**src/rtl/bht_update_ctrl.sv**
```systemverilog
// Update scheduler and clear walker for the 64-entry 2-bit BHT write port.
// Optional macro BHT_UPDATE_BYPASS_EN: drive an update straight to the table when the FIFO is empty.
module bht_update_ctrl #(
    parameter int unsigned DEPTH   = 4,
    parameter int unsigned ENTRIES = 64
) (
    input  logic        clk,
    input  logic        reset_n,
    input  logic        flush,
    input  logic        ex_valid,
    output logic        ex_ready,
    input  logic [15:0] ex_pc,
    input  logic        ex_taken,
    input  logic        ret_valid,
    output logic        ret_ready,
    input  logic [15:0] ret_pc,
    input  logic        ret_taken,
    output logic        bht_write,
    output logic [15:0] bht_write_pc,
    output logic        bht_taken,
    output logic        busy
);
    localparam int unsigned AW = $clog2(DEPTH);
    localparam int unsigned CW = $clog2(DEPTH + 1);
    localparam int unsigned FW = CW + 1;
    localparam int unsigned IW = $clog2(ENTRIES);
    localparam int unsigned PW = 16;
    localparam logic [IW-1:0] LAST_IDX  = IW'(ENTRIES - 1);
    localparam logic [1:0]    LAST_PASS = 2'd2;

    typedef enum logic {S_CLEAR, S_RUN} state_t;
    typedef struct packed {
        logic [PW-1:0] pc;
        logic          taken;
    } entry_t;

    state_t        state;
    logic [IW-1:0] idx;
    logic [1:0]    pass;
    entry_t        mem [DEPTH];
    logic [AW-1:0] rd_ptr;
    logic [AW-1:0] wr_ptr;
    logic [CW-1:0] count;
    logic          rr_ret;

    logic          run;
    logic          empty;
    logic          pop;
    logic          contended;
    logic          ex_acc;
    logic          ret_acc;
    logic          bypass;
    logic [FW-1:0] free;
    logic [1:0]    n_enq;
    entry_t        ex_ent;
    entry_t        ret_ent;
    entry_t        enq_a;
    entry_t        enq_b;
    entry_t        byp_ent;

    // Arbitration, enqueue selection and write-port drive
    always_comb begin
        run       = (state == S_RUN);
        empty     = (count == '0);
        pop       = run && !empty && !flush;
        free      = FW'(DEPTH) - FW'(count) + FW'(pop);
        ex_ready  = 1'b0;
        ret_ready = 1'b0;
        if (run) begin
            if (free >= FW'(2)) begin
                ex_ready  = 1'b1;
                ret_ready = 1'b1;
            end else if (free == FW'(1)) begin
                // One slot: each side yields only if the other is valid and holds the pointer
                ex_ready  = !ret_valid || !rr_ret;
                ret_ready = !ex_valid || rr_ret;
            end
        end
        ex_acc    = ex_valid && ex_ready;
        ret_acc   = ret_valid && ret_ready;
        contended = run && (free == FW'(1)) && ex_valid && ret_valid;
        ex_ent    = '{pc: ex_pc, taken: ex_taken};
        ret_ent   = '{pc: ret_pc, taken: ret_taken};
`ifdef BHT_UPDATE_BYPASS_EN
        bypass    = run && empty && !flush && (ex_acc || ret_acc);
`else
        bypass    = 1'b0;
`endif
        byp_ent   = ex_acc ? ex_ent : ret_ent;
        enq_a     = ex_acc ? ex_ent : ret_ent;
        enq_b     = ret_ent;
        n_enq     = 2'(ex_acc) + 2'(ret_acc);
        if (bypass) begin
            enq_a = ret_ent;
            n_enq = 2'(ex_acc && ret_acc);
        end

        bht_write    = 1'b0;
        bht_write_pc = '0;
        bht_taken    = 1'b0;
        if (reset_n && !flush) begin
            if (!run) begin
                bht_write    = 1'b1;
                bht_write_pc = {{(PW - IW - 1){1'b0}}, idx, 1'b0};
            end else if (!empty) begin
                bht_write    = 1'b1;
                bht_write_pc = mem[rd_ptr].pc;
                bht_taken    = mem[rd_ptr].taken;
            end else if (bypass) begin
                bht_write    = 1'b1;
                bht_write_pc = byp_ent.pc;
                bht_taken    = byp_ent.taken;
            end
        end
        busy = !run;
    end

    // Clear walk, FIFO pointers and round-robin pointer
    always_ff @(posedge clk or negedge reset_n) begin
        if (!reset_n) begin
            state  <= S_CLEAR;
            idx    <= '0;
            pass   <= '0;
            rd_ptr <= '0;
            wr_ptr <= '0;
            count  <= '0;
            rr_ret <= 1'b0;
        end else if (flush) begin
            state  <= S_CLEAR;
            idx    <= '0;
            pass   <= '0;
            rd_ptr <= '0;
            wr_ptr <= '0;
            count  <= '0;
        end else if (state == S_CLEAR) begin
            if (pass == LAST_PASS) begin
                pass <= '0;
                idx  <= idx + IW'(1);
                if (idx == LAST_IDX) state <= S_RUN;
            end else begin
                pass <= pass + 2'd1;
            end
        end else begin
            if (contended) rr_ret <= !rr_ret;
            rd_ptr <= rd_ptr + AW'(pop);
            wr_ptr <= wr_ptr + AW'(n_enq);
            count  <= count - CW'(pop) + CW'(n_enq);
        end
    end

    // FIFO storage; contents need no reset since count gates every read
    always_ff @(posedge clk) begin
        if (run && !flush) begin
            if (n_enq != 2'd0) mem[wr_ptr] <= enq_a;
            if (n_enq == 2'd2) mem[wr_ptr + AW'(1)] <= enq_b;
        end
    end

endmodule

```
**config.mk**
```make
export PLATFORM = sky130hd
export DESIGN_NAME = bht_update_ctrl
export DESIGN_NICKNAME = d
export VERILOG_FILES = /design/src/rtl/bht_update_ctrl.sv
export SDC_FILE = /design/constraint.sdc
export NUM_CORES = 1
export LEC_CHECK = 0
export BUFFER_PORTS_ARGS = -buffer_cell sky130_fd_sc_hd__buf_2
export CAP_MARGIN = 20
export CORE_MARGIN = 2
export CORE_UTILIZATION = 58
export CTS_CLUSTER_DIAMETER = 50
export DETAILED_ROUTE_END_ITERATION = 10
export PLACE_DENSITY = 0.86
export SYNTH_ARGS = -nofsm -noshare
export SYNTH_HDL_FRONTEND = slang
export SYNTH_SLANG_ARGS = --single-unit
```
**constraint.sdc**
```tcl
create_clock -name clk -period 6.8 [get_ports clk]
set_input_delay 0.68 -clock clk [delete_from_list [all_inputs] [get_ports clk]]
set_output_delay 0.68 -clock clk [all_outputs]
set_load 0.01 [all_outputs]
```
; Word-level counts from Yosys, hierarchy flattened
; Memories as Yosys holds them, arrays and structs flattened.
; Index checks and enable logic that the tools add are counted.
[word_totals]
ff_bits = 17
latch_bits = 0
ramBits = 68
rom_bits = 0
output_inout_bits = 21
word_cells = 86
n_memories = 1
[op_classes]
addsub = 10
multipliers = 0
div_mod_pow = 0
magnitude_cmp = 1
eq_ne = 5
n_shift = 0
n_mux = 38
n_bitwise = 1
n_reduce_logical = 23
[mem_list]
columns = memory, words, width, read_ports, rd_clocked_by_memory_dff, write_ports, line_no
row1 = mem, 4, 17, 1, 0, 2, 40  ; entry_t mem [DEPTH];
[ops]
columns = op, n
row1 = two-way mux 16 bit, 3
row2 = two-way mux 1 bit, 22
row3 = two-way mux 6 bit, 3
row4 = two-way mux 17 bit, 1
row5 = two-way mux 2 bit, 7
row6 = logical AND 1 bit, 9
row7 = "adder 6 x 1 -> 6 bit, second input constant", 1
row8 = "== test 6 bit, second input constant", 1
row9 = logical NOT 1 bit, 6
row10 = two-way mux 3 bit, 2
row11 = nonzero test 2 bit, 3
row12 = "adder 2 x 1 -> 2 bit, second input constant", 2
row13 = adder 4 x 1 -> 4 bit, 1
row14 = "== test 2 bit, second input constant", 2
row15 = "== test 4 x 1 -> 1 bit, second input constant", 1
row16 = ">= comparator 4 x 2 -> 1 bit, second input constant", 1
row17 = "subtractor 3 x 3 -> 4 bit, first input constant", 1
row18 = adder 3 x 2 -> 3 bit, 1
row19 = logical NOT 3 bit, 1
row20 = AND reduction 3 bit, 1
row21 = subtractor 3 x 1 -> 3 bit, 1
row22 = adder 1 x 1 -> 2 bit, 1
row23 = adder 2 x 1 -> 2 bit, 1
row24 = adder 2 bit, 1
row25 = 4 further kinds, 5

; Depth between registers and ports, before layout
[logic_depth]
word_depth = 15
mapped_depth = 23
ltp_nobuf = 21

; Least setup slack after synthesis
; No wires, ideal clock.
[synth_path]
path_kind = in2reg
start = input port flush
end = memory mem[1][0] (netlist name) (enable)
setup_time_ns = 0.485
t_arrival_ns = 5.719
path_slack_ns = 0.596
cell_stages = 14
cell_sequence = clkbuf_1 -> nand2b_1 -> nor2_1 -> clkbuf_1 -> inv_1 -> ha_1 -> inv_1 -> ha_1 -> and4bb_4 -> o211ai_4 -> and2_1 -> inv_1 -> ha_1 -> a2111oi_0
[synth_rtl]
columns = element, line_no
row1 = "start, declared", 9  ; input logic flush,
row2 = "end, declared", 40

==> run summary <==
The run finished with clean final reports. Port buffering added 59 buffers. The area share of the largest cell type after synthesis works out to 0.4240. The met1 routed wirelength after detailed routing was 3900 um; the highest fanout seen on the critical path was 24. The sum of met2 wire segment lengths after detailed routing was 4945 um. The number of cells on the worst reg-to-reg path is 13.

The routed design has 9528 um of wire. The part of the power in the clock network is 0.375, and the synthesized area per cell is 14.86 sq um. The run gives 0.5921 as the initial core utilization.

The endpoint class of the critical path was a flip-flop. The pre-antenna-repair detailed-routing pass consisted of 4 iterations. In this run, CTS created clock tree buffers numbering 9. Post-synthesis register bit count: 85.

The die is 95.12 um tall. For this design, the sink count on the clock tree is 85. The number of placement rows was 33; the leakage power was 0.002199 uW. The run gives 60 as the number of ports placed on the die boundary. At the later pin of the worst-skew pair, clock insertion delay measures 0.37 ns.

The total count of hold-check failures in the final report came out at 0. For the setup-violating endpoint count in the final report, the log shows 0. In the synthesized netlist, the number of instances is 324. The number of enable-type register cells in the synthesized netlist works out to 68. At the pin with the least slew margin, the transition time is 0.9908 ns. In the final routed layout, each cell accounts on average for 19.37 um.

The run gives 5191 sq um as the cell area after placement. The die covers 9048 sq um. The internal power of the cells is 769.8 uW. The tools report the number of buffers inserted to repair setup after CTS as 0. The tree is rooted in a sky130_fd_sc_hd__clkbuf_8.

Across the VDD grid, the largest voltage drop is 0.0001768 V. The logs give 225.2 uW for the switching power total and 0.058 for the share of total power in combinational logic. The netlist area before placement was 4816 sq um. Compared with the post-synthesis result, the final layout area differs by 12.08%. For the part of the total power dissipated in sequential elements, the log shows 0.567. The number of inserted diodes is 0, and the footprint of the flip-flops and latches is 2467 sq um. The logs give 193 for the initial detailed-routing violation count and 995.0 uW for the total power consumption of the routed design. Prior to clock tree synthesis, the placed netlist has a worst setup slack of 1.498 ns. The run gives 0 as the number of slew-limit violations in the final report.

The highest metal layer carrying signal wires in the routed design is met4. In the final layout, the multi-input gates occupy 2211 sq um. The clock passes through at most 2 buffers. The worst hold path belongs to the class in -> async. The logs give 3016 for the via count of the first global-routing pass and 0.5123 for the post-synthesis sequential area ratio. The switching part of the total power is 0.2263. HPWL after detailed placement: 6258 um. The worst setup path is launched from a flip-flop.

Setup repair after global routing left no endpoint under its margin. The die span in x was 95.12 um; the via total after detailed routing was 2871. The overall fraction of global-route tracks in use came out at 0.2307. The worst path needs 5.304 ns of the cycle, external delays included. Buffers inserted to repair hold after CTS numbered 0.

The tools report the synthesized net count as 375. In the layout the commonest cells are sky130_fd_sc_hd__edfxtp_1, sky130_fd_sc_hd__buf_2, sky130_fd_sc_hd__mux2_4, sky130_fd_sc_hd__nor2_1, sky130_fd_sc_hd__mux2_2. The worst reg2reg path endpoint was mem[2][5].

After clock tree synthesis, the clock-pin slew on the worst setup and hold paths is 0.10 ns. The total number of H-tree levels was 3. TritonCTS built the clock tree. The Yosys step of the flow raised 0 warnings.

For the final database, setup skew stands at 0.01239 ns. The logs give 0 for the number of antenna violations at the first check in global routing and 0.6636 for the utilization after layout. The number of max-cap violations is 0, and the post-synthesis cell type count is 40. The routability congestion estimate from global placement is 0.8707, and the finished layout cell area is 5398 sq um. The leading cell type in the layout, fill and taps excluded was sky130_fd_sc_hd__edfxtp_1.

Entering global routing, the biggest net connects 31 pins. The tools report the number of antenna-violating nets in the routed design as 0. The prevailing post-synth register cell was sky130_fd_sc_hd__edfxtp_1.

The share of the clock period used by the worst path is 0.7801, and the maximum operating frequency is 188.5 MHz. After detailed routing, the met3 layer carries 440 um of wire. The run gives 0.3370 as the relative max-transition margin.

The run gives 8134 sq um as the core area. Async set-or-reset flop fraction in the synthesized netlist: 0.2000. The largest total area in the synthesized netlist belongs to sky130_fd_sc_hd__edfxtp_1.

The worst setup path is of the reg -> reg kind. For this run, design rule violations remaining after detail routing come to 0. The number of nets in the layout came out at 433. The post-detailed-route via-to-cell ratio came out at 5.835. For the setup slack of the critical path after layout, the log shows 1.496 ns.

By area the synthesized netlist is led by sky130_fd_sc_hd__edfxtp_1, sky130_fd_sc_hd__mux2_4, sky130_fd_sc_hd__dfrtp_1. The total negative setup slack came out at 0 ns. Worst reg-to-reg setup slack: 1.50 ns. The residual overflow from global routing was 0. The data arrival time of the critical path is 5.43 ns, and the power density of the placed cells is 184.3 nW/um^2. STA puts the critical path data required time at 6.93 ns.

The worst register-to-register path begins at run. The first global-routing pass estimated 15100 um of wire. After filler insertion, the fill cell instance count of the layout stands at 553.

Proportion of layout cells with a drive suffix above 1: 0.4496. The number of gates resized after CTS was 0.
## final cells by class
| cell class | count | area share |
|---|---|---|
| Clock buffer | 9 | 0.02295 |
| Timing Repair Buffer | 64 | 0.06166 |
| Tap cell | 105 | 0.02434 |
| Inverter | 13 | 0.009040 |
| Clock inverter | 7 | 0.01530 |
| Multi-Input combinational cell | 209 | 0.4096 |
| Sequential cell | 85 | 0.4571 |
## stage by stage
stage | cells | hold WS (ns)
2_1_floorplan | 324 | 0.3844
3_3_place_gp | 476 | 0.5510
3_5_place_dp | 476 | 0.5583
4_1_cts | 492 | 0.3241
5_1_grt | 492 | 0.3537
6_report | 492 | 0.3160
## worst max path at each step
stage                      to  cells after the start   from
floorplan           mem[1][0]                     14  flush
global placement     count[2]                     22  flush
detailed placement   count[2]                     21    run
CTS                  count[2]                     21    run
global route         count[2]                     21    run
finish              mem[2][5]                     13    run
## power by group through the flow
stage	combinational (uW)	sequential, uW	clock [uW]
2_1_floorplan	32.1	575	0
3_3_place_gp	54.2	576	0
3_5_place_dp	57.5	576	0
4_1_cts	57.9	564	378
5_1_grt	63.4	564	399
6_report	57.8	564	373
## synth_stat cells (all sizes together), types with 2 or more instances
| cell | n |
|---|---|
| a2111oi | 2 |
| a21o | 2 |
| a21oi | 4 |
| a31oi | 2 |
| and2 | 4 |
| and3 | 11 |
| buf | 10 |
| clkbuf | 7 |
| dfrtp | 17 |
| edfxtp | 68 |
| ha | 11 |
| inv | 13 |
| mux2 | 68 |
| mux2i | 8 |
| mux4 | 17 |
| nand2 | 11 |
| nand2b | 4 |
| nand3 | 3 |
| nor2 | 29 |
| nor3 | 6 |
| nor3b | 2 |
| o211ai | 3 |
| xnor2 | 7 |
| xor2 | 4 |
## critical path, cell delays in order (launching register included)
cell and delay [ns]:
sky130_fd_sc_hd__dfrtp_1 0.91, sky130_fd_sc_hd__nand2b_1 0.39, sky130_fd_sc_hd__nor2_1 0.86, sky130_fd_sc_hd__inv_1 0.11, sky130_fd_sc_hd__ha_1 0.23, sky130_fd_sc_hd__inv_1 0.06
sky130_fd_sc_hd__ha_1 0.16, sky130_fd_sc_hd__nor2_1 0.08, sky130_fd_sc_hd__o211ai_4 0.35, sky130_fd_sc_hd__and2_1 0.24, sky130_fd_sc_hd__ha_1 0.25, sky130_fd_sc_hd__nand3b_1 0.21
sky130_fd_sc_hd__o211ai_4 0.77, sky130_fd_sc_hd__mux2_2 0.42
## state kept, by name (all words and copies together) (netlist names)
register  count
idx           6
run           1
rd_ptr        2
mem          68
count         3
rr_ret        1
pass          2
wr_ptr        2
## cells by family after synthesis
| logic type | count (synthesis) | share of synthesized area |
|---|---|---|
| xor+xnor | 11 | 0.02000 |
| buf+inv | 30 | 0.03117 |
| fa+ha+maj | 12 | 0.03274 |
| flops | 85 | 0.5123 |
| simple gates | 75 | 0.08288 |
| mux | 93 | 0.2863 |
| compound gates | 18 | 0.03455 |
## metal layers
metal  vias up  global-route usage
met5         -                   0
met4         0              0.1208
met3        20             0.04032
met2        70              0.4014
met1      1439              0.2736
li1       1342                   -
Note: power is estimated with default switching activity, not from simulation.
